==> src/rtl/shift_right_sipo_rx.sv <==
// LSB-first serial-to-parallel receiver with a one-word valid/ready output buffer.
// Latency: word visible the cycle after its last bit is accepted; all outputs registered.
// Backpressure: serial side never stalls; a word completing into a full, unconsumed buffer is dropped and flags overrun.
module shift_right_sipo_rx #(
  parameter int WIDTH = 4
) (
  input  logic                     clk,
  input  logic                     reset,
  input  logic                     serial_valid,
  input  logic                     serial_data_in,
  input  logic                     sync,
  input  logic                     data_ready,
  input  logic                     clr_overrun,
  output logic [WIDTH-1:0]         parallel_data_out,
  output logic                     data_valid,
  output logic                     overrun,
  output logic [$clog2(WIDTH)-1:0] bit_count
);

  localparam int CW = $clog2(WIDTH);

  logic [WIDTH-1:0] shreg;
  logic [WIDTH-1:0] shift_nxt;
  logic             last_bit;
  logic             word_done;
  logic             xfer;
  logic             word_drop;

  assign shift_nxt = {serial_data_in, shreg[WIDTH-1:1]};
  assign last_bit  = (bit_count == CW'(WIDTH - 1));
  // A sync bit always restarts at bit 0, so it can never finish a word.
  assign word_done = serial_valid && !sync && last_bit;
  assign xfer      = data_valid && data_ready;
  assign word_drop = word_done && data_valid && !data_ready;

  always_ff @(posedge clk) begin
    if (!reset) begin
      shreg             <= '0;
      bit_count         <= '0;
      parallel_data_out <= '0;
      data_valid        <= 1'b0;
      overrun           <= 1'b0;
    end else begin
      if (serial_valid) begin
        shreg <= shift_nxt;
        if (sync)
          bit_count <= CW'(1);
        else if (last_bit)
          bit_count <= '0;
        else
          bit_count <= bit_count + CW'(1);
      end else if (sync) begin
        bit_count <= '0;
      end

      if (word_done && (!data_valid || xfer)) begin
        parallel_data_out <= shift_nxt;
        data_valid        <= 1'b1;
      end else if (xfer) begin
        data_valid <= 1'b0;
      end

      // A drop in the same cycle as a clear must still be reported.
      if (word_drop)
        overrun <= 1'b1;
      else if (clr_overrun)
        overrun <= 1'b0;
    end
  end

endmodule

==> config.mk <==
export PLATFORM = sky130hd
export DESIGN_NAME = shift_right_sipo_rx
export DESIGN_NICKNAME = d
export VERILOG_FILES = /design/src/rtl/shift_right_sipo_rx.sv
export SDC_FILE = /design/constraint.sdc
export NUM_CORES = 1
export LEC_CHECK = 0
export BUFFER_PORTS_ARGS = -buffer_cell sky130_fd_sc_hd__clkbuf_2
export CORE_AREA = 2 2 39 41
export CTS_CLUSTER_SIZE = 10
export DETAILED_ROUTE_END_ITERATION = 16
export DIE_AREA = 0 0 41 43
export GPL_TIMING_DRIVEN = 0
export REMOVE_ABC_BUFFERS = 1
export SLEW_MARGIN = 10
export SYNTH_ARGS = -nofsm -noshare
export SYNTH_HDL_FRONTEND = slang
export SYNTH_SLANG_ARGS = --single-unit
==> constraint.sdc <==
create_clock -name clk -period 1 [get_ports clk]
set_input_delay 0.1 -clock clk [delete_from_list [all_inputs] [get_ports clk]]
set_output_delay 0.1 -clock clk [all_outputs]
set_load 0.1 [all_outputs]
==> flow_summary.toml <==
[placement]
placedCellCount = 73
place_congestion = 0.6915
pre_cts_ws_ns = -0.3749
io_buffers = 14

[pwr]
leakage_nw = 0.2778
p_sw_share_pct = 24.43
switching_power_mw = 0.2038
irDropWorstVdd_v = 0.0006129
pwr-share-comb_pct = 10.6
power_frac_seq_pct = 54.2
clkPwrFrac_pct = 35.2
intPower_mw = 0.6305
p_per_area_mw_per_mm2 = 1280

[setup_path]
critPathKind = "reg2reg"
crit_required_ns = 1.19
cp-end-kind = "flip-flop"
crit_path_max_fanout = 4
worstSetupStartpointType = "flip-flop"
cp_data_arrival_time_ns = 1.27

[floorplanning]
num_io_pins = 15
fp-row-count = 14
die_x_um = 41
initial_utilization_pct = 33.63
core_mm2 = 0.001384
dieArea_mm2 = 0.001763
die_h_um = 43

[cts]
clock_sinks = 11
cts_buffers = 3
clockRootBuffer = "clkbuf_4"
cts_tree = "yes"
ctsHtreeMaxLevel = 1
cts_setup_buffers = 0
postCtsHoldBufs = 0
clock_latency_ns = 0.26
cts.clk_slew.worst_paths_ns = 0.07
clockBufferDepth = 2

[timing]
hold_viol = 0
slew_headroom_pct = 80.05
finalCritPeriodShare_pct = 107.8
finalMaxSlewViolations = 0
finClkSkew_ns = 0.0002741
min_period_ns = 1.078
fin_ws_ns = -0.07791
max_freq_ghz = 0.9277
fin_tns_setup_ns = -0.3304
setup_viol = 6
rsz0062_at_grt = "yes"
tightest_slew_ns = 0.3009

[yosys]
ys_ff_latch = 11
yosysTopAreaCellShare_pct = 47.31
yosys_warnings = 0
ys_seq_area_share_pct = 47.31
ys_async_sr_fraction_pct = 0
synth-main-ff-cell = "dfxtp_1"
synthTopCellsByArea = "dfxtp_1 47%, mux2i_1 17%, nand2_1 6.5%, nor2b_1 5.4%, ha_1 2.7%"
synth.largest_area_cell = "dfxtp_1"
synth_area_um2 = 465.4
avgSynthCellArea_um2 = 10.12
synthCells = 46
synth_edf_count = 0
yosysUniqueCellTypes = 19

[job]
max-cap-violations = 0

[global_routing]
grt_pass1_vias = 307
grt_pass1_wl_um = 1297
busiest_layer = "met1"
gr-usage-met2_pct = 14.37
antenna_found_initial = 0
met1_usage_pct = 15.69
grt_max_degree = 16
grt.total_usage_pct = 11.00
gr-total-overflow = 0
use_met3_pct = 3.141

[route]
wl_um = 796
route.detailed.drc = 0
via_per_inst = 4.403
dr_total_vias = 339
dr.pass1.iters = 4
wl_per_cell_um = 10.34
final_antenna_net_count = 0
drt-initial-drc-count = 5

[final_layout]
final_nets = 70
final_cells = 77
area_growth_pct = 40.05
layout-drive-gt1-share_pct = 36.07
antenna_cells = 0

[status]
status = "finished, violations left"
violations = "negative setup slack"

[worst_hold_path]
worstHoldPathType = "in2reg"
power by group through the flow:
stage	registers, mW	logic [mW]	clock network, mW
2_1_floorplan	0.490	0.0242	0
3_3_place_gp	0.463	0.0818	0
3_5_place_dp	0.463	0.0828	0
4_1_cts	0.454	0.0888	0.300
5_1_grt	0.453	0.0967	0.331
6_report	0.452	0.0888	0.293
through the flow:
step	total power, mW	hold slack, ns	instance area (um^2)	utilization [%]
after detailed placement	0.5457	0.3205	531.8	38.43
after CTS	0.8428	0.04200	649.4	46.93
after floorplan	0.5142	0.1761	441.7	-
after global routing	0.8807	0.05482	651.9	47.11
after global placement	0.5446	0.3118	531.8	38.43
final	0.8343	0.05619	651.9	47.11
final cells by class:
type | count | area [um^2]
fill | 131 | 732.0
multi-input combinational | 31 | 246.5
sequential | 11 | 227.7
timing repair buffer | 14 | 127.6
clock buffer | 4 | 26.28
tap | 16 | 20.02
inverter | 1 | 3.754
synth_stat cells, types with 4 or more instances:
cell,n
dfxtp_1,11
mux2i_1,8
nand2_1,8
nor2b_1,4
state kept, by name (all words and copies together) (netlist names):
register,count
parallel_data_out,4
shreg,3
bit_count,2
data_valid,1
overrun,1
worst paths after layout:
kind,start,depth (start not counted),slack [ns],end
max,bit_count[0],4,-0.08,parallel_data_out[0]
min,sync,2,0.06,bit_count[1]
max reg2reg,bit_count[0],4,-0.08,parallel_data_out[0]
min reg2reg,parallel_data_out[3],2,0.47,parallel_data_out[3]
metal layers:
layer / up-vias / wire, um
met5: - / 0
met1: 150 / 390
met3: 0 / 13
met4: 0 / 0
met2: 4 / 392
li1: 185 / -
repair_timing:
item,4_1_cts,5_1_grt
endpoints found under the setup margin,12,6
resized for setup,22,2
pin swaps,0,1
cell usage in the layout, fill, tap and decap left out:
cell type	instances
a21boi_1	1
clkbuf_1	1
nor2_1	1
and2_1	1
clkbuf_8	6
nor2b_1	3
clkbuf_4	4
nand3b_4	1
clkbuf_2	6
buf_4	1
inv_1	1
nand2_1	8
ha_4	1
dfxtp_4	2
o22ai_1	1
dfxtp_1	9
nand2b_1	1
a21boi_0	1
o21ai_0	1
nor2b_4	1
or3b_1	1
mux2i_1	8
nor3b_1	1
cells by family (layout without fill, tap and decap cells):
| logic type | Yosys count | count (layout) | share of synthesized area, % |
|---|---|---|---|
| buffers and inverters | 4 | 19 | 5.913 |
| flip-flops | 11 | 11 | 47.31 |
| adder cells (fa/ha/maj) | 1 | 1 | 2.688 |
| AND/OR/NAND/NOR | 18 | 18 | 21.24 |
| AO/OA/AOI/OAI | 4 | 4 | 5.646 |
| multiplexers | 8 | 8 | 17.20 |
critical path, cell delays in order (launching register included):
cell      delay (ns)
dfxtp_4         0.37
ha_4            0.14
nand3b_4        0.09
nor2b_4         0.20
mux2i_1         0.21
No activity file was read; power rests on OpenSTA's default activity.
